`src/rtl/mips_fetch_unit_if.sv`:
```
// Instruction-memory request/acknowledge bus plus the IF/ID-facing fetch outputs.
interface mips_fetch_unit_if;
  logic        imem_req;
  logic [31:0] imem_addr;
  logic        imem_ack;
  logic [31:0] imem_rdata;
  logic        fetch_valid;
  logic [31:0] instr_out;
  logic [31:0] pc_plus4;

  modport master (
    output imem_req,
    output imem_addr,
    input  imem_ack,
    input  imem_rdata,
    output fetch_valid,
    output instr_out,
    output pc_plus4
  );

  modport slave (
    input  imem_req,
    input  imem_addr,
    output imem_ack,
    output imem_rdata,
    input  fetch_valid,
    input  instr_out,
    input  pc_plus4
  );
endinterface

```
`src/rtl/mips_fetch_unit.sv`:
```
// MIPS IF stage: PC owner, instruction-memory requester, NOP injection on redirect.
// Optional macro FETCH_SKID_BUF_EN: a stalled ack is kept in a one-entry buffer (HOLD) instead of re-fetched.
module mips_fetch_unit #(
  parameter logic [31:0] RESET_PC = 32'h0000_0000
) (
  input  logic               clk,
  input  logic               reset,
  input  logic               PC_Write,
  input  logic               branch_taken,
  input  logic [31:0]        branch_target,
  mips_fetch_unit_if.master  bus
);

  typedef enum logic [1:0] {
    FETCH = 2'b00,
    HOLD  = 2'b01,
    FLUSH = 2'b10
  } fetch_state_t;

  fetch_state_t state_r;
  fetch_state_t state_s;
  logic [31:0]  pc_r;
  logic [31:0]  pc_s;
  logic [31:0]  buf_r;
  logic [31:0]  buf_s;
  logic         req_s;
  logic         valid_s;
  logic [31:0]  word_s;
  logic [31:0]  pc_inc_s;
  logic [31:0]  target_s;

  // Wraps modulo 2^32 by construction; low target bits are cleared by masking.
  assign pc_inc_s = pc_r + 32'd4;
  assign target_s = branch_target & 32'hFFFF_FFFC;

  // State, program counter and skid buffer registers.
  always_ff @(posedge clk or negedge reset) begin
    if (!reset) begin
      state_r <= FETCH;
      pc_r    <= RESET_PC;
      buf_r   <= 32'h0000_0000;
    end else begin
      state_r <= state_s;
      pc_r    <= pc_s;
      buf_r   <= buf_s;
    end
  end

  // Next-state and output decode; a redirect overrides whatever the current state would do.
  always_comb begin
    state_s = state_r;
    pc_s    = pc_r;
    buf_s   = buf_r;
    valid_s = 1'b0;
    word_s  = 32'h0000_0000;
    req_s   = (state_r == FETCH);

    if (branch_taken) begin
      state_s = FLUSH;
      pc_s    = target_s;
      buf_s   = 32'h0000_0000;
    end else begin
      case (state_r)
        FETCH: begin
          if (bus.imem_ack) begin
            valid_s = 1'b1;
            word_s  = bus.imem_rdata;
            if (PC_Write) begin
              pc_s = pc_inc_s;
            end else begin
`ifdef FETCH_SKID_BUF_EN
              buf_s   = bus.imem_rdata;
              state_s = HOLD;
`else
              state_s = FETCH;
`endif
            end
          end else begin
            state_s = FETCH;
          end
        end
        HOLD: begin
          valid_s = 1'b1;
          word_s  = buf_r;
          if (PC_Write) begin
            pc_s    = pc_inc_s;
            buf_s   = 32'h0000_0000;
            state_s = FETCH;
          end else begin
            state_s = HOLD;
          end
        end
        FLUSH: begin
          state_s = FETCH;
        end
        default: begin
          state_s = FETCH;
          buf_s   = 32'h0000_0000;
        end
      endcase
    end
  end

  // Reset is folded in so the request and valid drop the instant reset asserts.
  assign bus.imem_req    = reset & req_s;
  assign bus.imem_addr   = pc_r;
  assign bus.fetch_valid = reset & valid_s;
  assign bus.instr_out   = (reset & valid_s) ? word_s : 32'h0000_0000;
  assign bus.pc_plus4    = pc_inc_s;

endmodule
```
`src/flat_wrapper.sv`:
```
// flat-port wrapper written by rule: the top's interface ports become plain ports
module mips_fetch_unit_flat 
#(
  parameter logic [31:0] RESET_PC = 32'h0000_0000
)
  (clk, reset, PC_Write, branch_taken, branch_target, bus_imem_req, bus_imem_addr, bus_imem_ack, bus_imem_rdata, bus_fetch_valid, bus_instr_out, bus_pc_plus4);
  mips_fetch_unit_if bus_i ();
  input  logic clk;
  input  logic reset;
  input  logic PC_Write;
  input  logic branch_taken;
  input  logic [31:0] branch_target;
  output wire logic [$bits(bus_i.imem_req)-1:0] bus_imem_req;
  output wire logic [$bits(bus_i.imem_addr)-1:0] bus_imem_addr;
  input wire logic [$bits(bus_i.imem_ack)-1:0] bus_imem_ack;
  input wire logic [$bits(bus_i.imem_rdata)-1:0] bus_imem_rdata;
  output wire logic [$bits(bus_i.fetch_valid)-1:0] bus_fetch_valid;
  output wire logic [$bits(bus_i.instr_out)-1:0] bus_instr_out;
  output wire logic [$bits(bus_i.pc_plus4)-1:0] bus_pc_plus4;
  assign bus_imem_req = bus_i.imem_req;
  assign bus_imem_addr = bus_i.imem_addr;
  assign bus_i.imem_ack = bus_imem_ack;
  assign bus_i.imem_rdata = bus_imem_rdata;
  assign bus_fetch_valid = bus_i.fetch_valid;
  assign bus_instr_out = bus_i.instr_out;
  assign bus_pc_plus4 = bus_i.pc_plus4;
  mips_fetch_unit #(.RESET_PC(RESET_PC)) u_core (.clk(clk), .reset(reset), .PC_Write(PC_Write), .branch_taken(branch_taken), .branch_target(branch_target), .bus(bus_i));
endmodule
```
`config.mk`:
```
export PLATFORM = sky130hd
export DESIGN_NAME = mips_fetch_unit_flat
export DESIGN_NICKNAME = d
export VERILOG_FILES = /design/src/rtl/mips_fetch_unit_if.sv /design/src/rtl/mips_fetch_unit.sv /design/src/flat_wrapper.sv
export SDC_FILE = /design/constraint.sdc
export NUM_CORES = 1
export LEC_CHECK = 0
export CAP_MARGIN = 20
export CORE_UTILIZATION = 39
export DETAILED_ROUTE_END_ITERATION = 8
export PLACE_DENSITY = 0.95
export SLEW_MARGIN = 15
export SYNTH_ARGS = -nofsm -noshare
export SYNTH_HDL_FRONTEND = slang
export SYNTH_SLANG_ARGS = --single-unit
```
`constraint.sdc`:
```
create_clock -name clk -period 4.7 [get_ports clk]
set_input_delay 0.94 -clock clk [delete_from_list [all_inputs] [get_ports clk]]
set_output_delay 0.94 -clock clk [all_outputs]
set_load 0.005 [all_outputs]
```
======== Yosys cells after proc, flatten, opt, wreduce, memory -nomap -nowiden ========
Index checks and enable logic that the tools add are counted.
W data, S select, Z words.
operators by class
  reductions and logical operators ........ 5
  equal/unequal tests ..................... 6
  add/subtract/negate cells ............... 1
  bitwise operators ....................... 2
  mux-type cells .......................... 19
operators by type and width
  operator                 count
  $mux W32                 8
  $pmux W32 S2             3
  $add A32 B3 Y32 const B  1
  $mux W2                  3
  $ne A3 B3 Y1 const B     2
  $ne A4 B4 Y1 const B     1
  $pmux W2 S2              1
  $reduce_and A2 Y1        2
  $mux W1                  3
  $reduce_bool A3 Y1       1
  $and A1 B1 Y1            2
  $eq A2 B1 Y1 const B     1
  $eq A2 B2 Y1 const B     1
  $logic_not A2 Y1         1
  $ne A2 B1 Y1 const B     1
  $pmux W1 S2              1
  $reduce_or A2 Y1         1
storage, ports and cells
  output and inout port bits .............. 98
  input port bits ......................... 69
  logic and storage cells ................. 36
  register bits ........................... 66

======== Depth between registers and ports, before layout ========
Gate-level depths: netlist (run 1).
  word-level depth ........................ 5
  gate-level depth with buffers ........... 6
  gate-level depth less buffers ........... 6

======== Least setup slack after synthesis (run 1) ========
OpenSTA, ideal clock, no wires.
  path kind ............................... input -> output
  start point ............................. input port branch_taken
  end point ............................... output port bus_instr_out[10]
  cell stages on the path ................. 5
  path slack .............................. 1,921 ps
  path buffers ............................ 2
  data arrival time ....................... 1,839 ps
  path through ............................ clkbuf_1 -> nor2_1 -> and4b_1 -> clkbuf_1 -> and2_1
between the ends
  longest elaborated chain between the ends .. 3
  elaborated cells on any way between the ends .. 4
  classes of those cells .................. mux: 3; bitwise: 1
RTL lines
  item             RTL line                text
  start, declared  flat_wrapper.sv:11      input logic branch_taken;
  $mux W1          mips_fetch_unit.sv:58   if (branch_taken) begin
  $and A1 B1 Y1    mips_fetch_unit.sv:108  assign bus.instr_out = (reset & valid_s) ? word_s : 32'h0000_0000;
  $mux W32 *       mips_fetch_unit.sv:108
  end, declared    flat_wrapper.sv:18      output wire logic [$bits(bus_i.instr_out)-1:0] bus_instr_out;
Every way passes the cells marked *; elsewhere a longest branch is shown, timed or not.

======== Worst setup path after layout (run 1) ========
  start point ............................. register u_core.pc_r[2], in the netlist u_core.bus.imem_addr[2]
  end point ............................... output port bus_pc_plus4[22]
between the ends
  longest elaborated chain between the ends .. 1
RTL lines
  item                    RTL line               text
  start, declared         mips_fetch_unit.sv:22  logic [31:0] pc_r;
  start signal, assigned  mips_fetch_unit.sv:44  pc_r <= pc_s;
  $add A32 B3 Y32         mips_fetch_unit.sv:33  assign pc_inc_s = pc_r + 32'd4;
  end, declared           flat_wrapper.sv:19     output wire logic [$bits(bus_i.pc_plus4)-1:0] bus_pc_plus4;
No other way between the ends.

==> qor.yml, run 1 <==
status:
  status: "complete, no violations"
worst_setup_path:
  worst_ep_arrival_time_ns: 3.11
  worstPathRequired_ns: 3.76
  max_stage_delay_ns: 0.77
  critPathCaptureType: "primary output"
  worstPathMaxFanout: 7
  criticalPathCategory: "flop to primary output"
  cp-start-kind: "flop"
  worstPathCellList: "ha_1, nand4_1, nor4_1, and3_1, xor2_1, clkdlybuf4s50_1"
  slowest_stage: "nor4_1"
  crit_family: "simple AND/OR/NAND/NOR gates"
  path_buf_inv: 1
timing:
  finalHoldViolations: 0
  drv_slew: 0
  post-route-period-util_pct: 86.3
  fin_hold_ws_ns: 0.572
  finClkSkew_ns: 0.00620
  fmax_ghz: 0.247
  worst_slew_pin_slew_ns: 0.841
  max-slew-margin-rel_pct: 43.4
  fin_crit_ns: 4.05
  setup_violations: 0
  grt_setup_unrepaired: "false"
  final.setup.tns_ns: 0
logic_synthesis:
  ys_top_cells_by_area: "dfrtp_1, and2_1, xnor2_1"
  syn-cell-area_mm2: 0.00251
  synthCells: 310
  synthDominantCellAreaShare_pct: 31.9
  avgSynthCellArea_um2: 8.10
  yosysTopAreaCell: "dfrtp_1"
  synth_cell_types: 47
  ys_seq_area_share_pct: 31.9
  ys_dominant_reg_cell: "dfrtp_1"
  ys_seq_elements: 32
  synthArstFlopShare_pct: 100
  yosys_warnings: 0
  synth_edf_count: 0
cells_and_area:
  nets: 530
  final_common_cell: "clkdlybuf4s50_1"
  fill_cells: 504
  syn2layout_area_growth_pct: 68.1
  final_cell_area_mm2: 0.00422
  n_antenna_cell: 0
  mostFrequentLayoutCells: "clkdlybuf4s50_1, nand2_1, and2_1"
  drive_above_1_share_pct: 4.34
clock_tree:
  clockBufferDepth: 2
  h-tree-depth: 2
  cts_tree: "done"
  cts_buffers: 5
  clkTransAtPathRegs_ns: 0.07
  cts_resized: 0
  cts_root_buffer: "clkbuf_8"
  clkLatencyLatePin_ns: 0.28
  post-cts-setup-buffers: 0
  clock_sinks: 32
  cts-hold-fix-buffers: 0
die:
  die_h_um: 82.2
  ios: 167
  placeableCoreArea_mm2: 0.00606
  initial_core_util_pct: 41.4
  rows: 28
  die_area_mm2: 0.00676
  die_w_um: 82.2
detailed_routing:
  drtIter0Drc: 111
  viasPerCell: 5.31
  drt-total-wl_um: 8710
  wl_per_cell_um: 16.2
  routed-via-count: 2846
  drc: 0
  ant_nets: 0
  drt_first_pass_iters: 4
global_routing:
  antenna_found_initial: 0
  grt.overflow.total: 0
  first_global_vias: 2741
  grtUsageTotal_pct: 25.2
  grt_pass1_wl_um: 13000
  grt_max_degree: 65
pwr:
  p_leak_uw: 0.00164
  ir_drop_mv: 0.177
  pwr_density_cell_mw_per_mm2: 203
  p_total_uw: 857
place:
  hpwlAfterDp_um: 6740
  place_area_mm2: 0.00413
  place.gp.congestion: 0.843
  port-buffer-count: 160
run:
  drv_cap: 0
min_path:
  holdCritPathClass: "flop to flop"
[synthesized netlist by cell type (all sizes together) (2+ instances only)]
cell type / number
nor2: 19
inv: 4
a21oi: 3
nand4: 11
nor3: 6
xnor2: 23
dfrtp: 32
o31ai: 2
o22ai: 3
xor2: 15
and3: 4
a221o: 5
nand2: 34
clkbuf: 14
buf: 9
o311ai: 3
nor3b: 6
a22oi: 3
nand3: 25
or2: 2
o21ai: 19
nor4: 4
and2: 33
nor2b: 9
a211o: 2
or3: 8
[power by group]
part / switching (µW) / internal [µW] / total (µW)
Clock: 106 / 117 / 223
Sequential: 47.7 / 300 / 348
Combinational: 97.8 / 189 / 287
[final timing paths]
| kind | from | to | slack (ns) | cells after the start |
|---|---|---|---|---|
| min in group asynchronous | reset | u_core.bus.imem_addr[8] | 1.18 | 2 |
| worst max-delay path | u_core.bus.imem_addr[2] | bus_pc_plus4[22] | 0.65 | 6 |
| worst min-delay path | u_core.state_r[1] | u_core.state_r[0] | 0.57 | 1 |
| worst min register to register | u_core.state_r[1] | u_core.state_r[0] | 0.57 | 1 |
| max in group asynchronous | reset | u_core.bus.imem_addr[23] | 3.20 | 2 |
| worst max register to register | u_core.bus.imem_addr[2] | u_core.bus.imem_addr[30] | 2.13 | 6 |
[flip-flops by register name, indices dropped and copies added (netlist names)]
| signal | count |
|---|---|
| u_core.bus.imem_addr | 30 |
| u_core.state_r | 2 |
[worst register-to-register path: cells and delay by family, from the launching register on]
family / cells / cell delay (ns)
and+or+nand+nor: 3 / 1.34
AOI/OAI and AO/OA: 2 / 0.34
adders and majority gates: 1 / 0.29
DFF: 1 / 0.47
[area by class of cell]
class / instances / area, µm² / share of cell area, %
multi-input combinational: 254 / 1600 / 37.9
timing repair buffer: 163 / 1620 / 38.4
clock buffer: 6 / 82.6 / 1.96
tap: 75 / 93.8 / 2.22
sequential: 32 / 801 / 19.0
inverter: 4 / 15.0 / 0.356
clock inverter: 2 / 10.0 / 0.237
[metrics by stage]
stage / worst slack (ns) / std cells / util [%]
CTS: 0.666 / 536 / 69.7
detailed placement: 0.824 / 528 / 68.1
finish: 0.645 / 536 / 69.7
floorplan: 1.92 / 313 / -
global placement: 0.863 / 528 / 68.1
global route: 0.446 / 536 / 69.7
[cell families after synthesis]
logic type      share of synthesized area (%)
flops                                    31.9
mux                                     0.847
simple gates                             37.4
compound gates                           11.1
other cells                             0.149
buf+inv                                  4.83
xor+xnor                                 13.3
fa+ha+maj                               0.498
[per-layer routing]
layer  wire length, µm  share of wire [%]  global-route usage [%]
met1              3230                 37                    28.0
met2              4570                 52                    48.7
met3               785                9.0                    4.62
met4               126                1.4                    6.67
met5                 0                  0                       0
Note: power is estimated with default switching activity, not from simulation.
==> inputs of run 2 (changes only) <==
--- a/config.mk
+++ b/config.mk
@@ -9,6 +9,7 @@
 export CORE_UTILIZATION = 39
 export DETAILED_ROUTE_END_ITERATION = 8
 export PLACE_DENSITY = 0.95
+export RECOVER_POWER = 100
 export SLEW_MARGIN = 15
 export SYNTH_ARGS = -nofsm -noshare
 export SYNTH_HDL_FRONTEND = slang
==> qor.yml, run 2 (synthesis gave the netlist of run 1 again) <==
status:
  status: "finished, violations left"
  violations: "capacitance limit, slew limit"
cells_and_area:
  finalNonFillerCells: 536  # unchanged
  drive_above_1_share_pct: 3.25  # -1.1 points
  nets: 530  # unchanged
  final_cell_area_mm2: 0.00419  # -0.71%
  mostFrequentLayoutCells: "clkdlybuf4s50_1, dlygate4sd3_1, nand2_1"
  syn2layout_area_growth_pct: 66.9
  n_antenna_cell: 0  # unchanged
  final_common_cell: "clkdlybuf4s50_1"
  largest_register_ffs: 30  # unchanged
detailed_routing:
  viasPerCell: 5.35  # +0.67%
  drt_first_pass_iters: 4  # unchanged
  drc: 0  # unchanged
  routed-via-count: 2865  # +0.67%
  drtIter0Drc: 131  # +18%
  drt-total-wl_um: 8770  # +0.72%
  ant_nets: 0  # unchanged
  wl_per_cell_um: 16.4  # +0.72%
worst_setup_path:
  cp-start-kind: "flop"
  path_buf_inv: 1  # unchanged
  slowest_stage: "nor4_1"
  criticalPathCategory: "flop to primary output"
  worstPathMaxFanout: 9  # +2
  critPathCaptureType: "primary output"
  worstPathRequired_ns: 3.76  # about the same
  crit_family: "simple AND/OR/NAND/NOR gates"
  worstPathCellList: "nand2_1, nor4_1, nand4_1, xnor2_1, dlygate4sd3_1"
  worst_ep_arrival_time_ns: 3.32  # +0.21 ns
  max_stage_delay_ns: 1.12  # +0.35 ns
timing:
  final.setup.tns_ns: 0  # unchanged
  setup_slack_ns: 0.439  # -0.206 ns
  max-slew-margin-rel_pct: -70.8  # -110 points
  fin_hold_ws_ns: 0.563  # -0.00826 ns
  worst_slew_pin_slew_ns: 2.56  # +1.72 ns
  fin_crit_ns: 4.26  # +0.206 ns
  finalHoldViolations: 0  # unchanged
  finClkSkew_ns: 0.00506  # -0.00114 ns
  drv_slew: 65  # +65
  post-route-period-util_pct: 90.7  # +4.4 points
  grt_setup_unrepaired: "false"
  setup_violations: 0  # unchanged
  fmax_ghz: 0.235  # -4.8%
clock_tree:
  cts_resized: 0  # unchanged
  post-cts-setup-buffers: 0  # unchanged
  h-tree-depth: 2  # unchanged
  cts-hold-fix-buffers: 0  # unchanged
  clock_sinks: 32  # unchanged
  clkTransAtPathRegs_ns: 0.07  # about the same
  cts_root_buffer: "clkbuf_8"
  clkLatencyLatePin_ns: 0.28  # about the same
  cts_buffers: 5  # unchanged
  cts_tree: "done"
  clockBufferDepth: 2  # unchanged
pwr:
  power_frac_clock_pct: 26.9  # +0.9 points
  p_leak_uw: 0.00167  # +1.6%
  switching_share_pct: 29.9  # +0.59 points
  seqPwrFrac_pct: 41.4  # +0.8 points
  pwr-share-comb_pct: 31.7  # -1.7 points
  pwr_density_cell_mw_per_mm2: 200  # -1.6%
  p_sw_uw: 250  # -0.34%
  intPower_uw: 587  # -3.1%
  ir_drop_mv: 0.175  # -0.93%
die:
  ios: 167  # unchanged
  die_h_um: 82.2  # unchanged
  placeableCoreArea_mm2: 0.00606  # unchanged
  die_area_mm2: 0.00676  # unchanged
  die_w_um: 82.2  # unchanged
  rows: 28  # unchanged
  initial_core_util_pct: 41.4  # unchanged
global_routing:
  grt_max_degree: 65  # unchanged
  grt.overflow.total: 0  # unchanged
  grtUsageTotal_pct: 25.2  # unchanged
  grt_pass1_wl_um: 13000  # unchanged
  antenna_found_initial: 0  # unchanged
  first_global_vias: 2741  # unchanged
min_path:
  holdCritPathClass: "flop to flop"
run:
  drv_cap: 1  # +1
place:
  port-buffer-count: 160  # unchanged
  hpwlAfterDp_um: 6740  # unchanged
  place.gp.congestion: 0.843  # unchanged
  place_area_mm2: 0.00413  # unchanged
  placedCellCount: 528  # unchanged
  pre_cts_slack_ns: 0.824  # unchanged
run 2: power by group through the flow:
stage | Sequential (µW) | Clock, µW | Combinational (µW)
CTS | 347 | 231 | 290
floorplan | 340 | 0 | 105
finish | 347 | 225 | 265
global route | 353 | 242 | 288
global placement | 349 | 0 | 281
detailed placement | 352 | 0 | 288
run 2: path summary, 6_finish.rpt:
path                       depth (start not counted)                      from                        to  slack (ns)
max                                                5  u_core.bus.imem_addr[13]          bus_pc_plus4[31]        0.44
min                                                1         u_core.state_r[1]         u_core.state_r[0]        0.56
max reg2reg                                        5  u_core.bus.imem_addr[13]  u_core.bus.imem_addr[25]        1.98
min reg2reg                                        1         u_core.state_r[1]         u_core.state_r[0]        0.56
max in group asynchronous                          2                     reset  u_core.bus.imem_addr[23]        3.14
min in group asynchronous                          2                     reset   u_core.bus.imem_addr[8]        1.24
run 2: layout make-up:
type / instances / area [µm²]
clock inverter: 2 / 10.0
clock buffer: 6 / 82.6
timing repair buffer: 163 / 1610
inverter: 4 / 15.0
tap: 75 / 93.8
fill: 509 / 1870
multi-input combinational: 254 / 1580
sequential: 32 / 801
run 2: routing by layer:
layer	vias to the layer above	routed length, µm	GRT usage, %	part of all wire [%]
li1	1370	-	-	-
met1	1354	3350	28.0	38
met2	131	4580	48.7	52
met3	10	728	4.62	8.3
met4	0	107	6.67	1.2
met5	-	0	0	0
run 2: per-stage QoR:
step / utilization [%] / total power, µW
floorplan: - / 445
global placement: 68.1 / 631
detailed placement: 68.1 / 640
CTS: 69.7 / 868
global route: 69.2 / 883
finish: 69.2 / 838
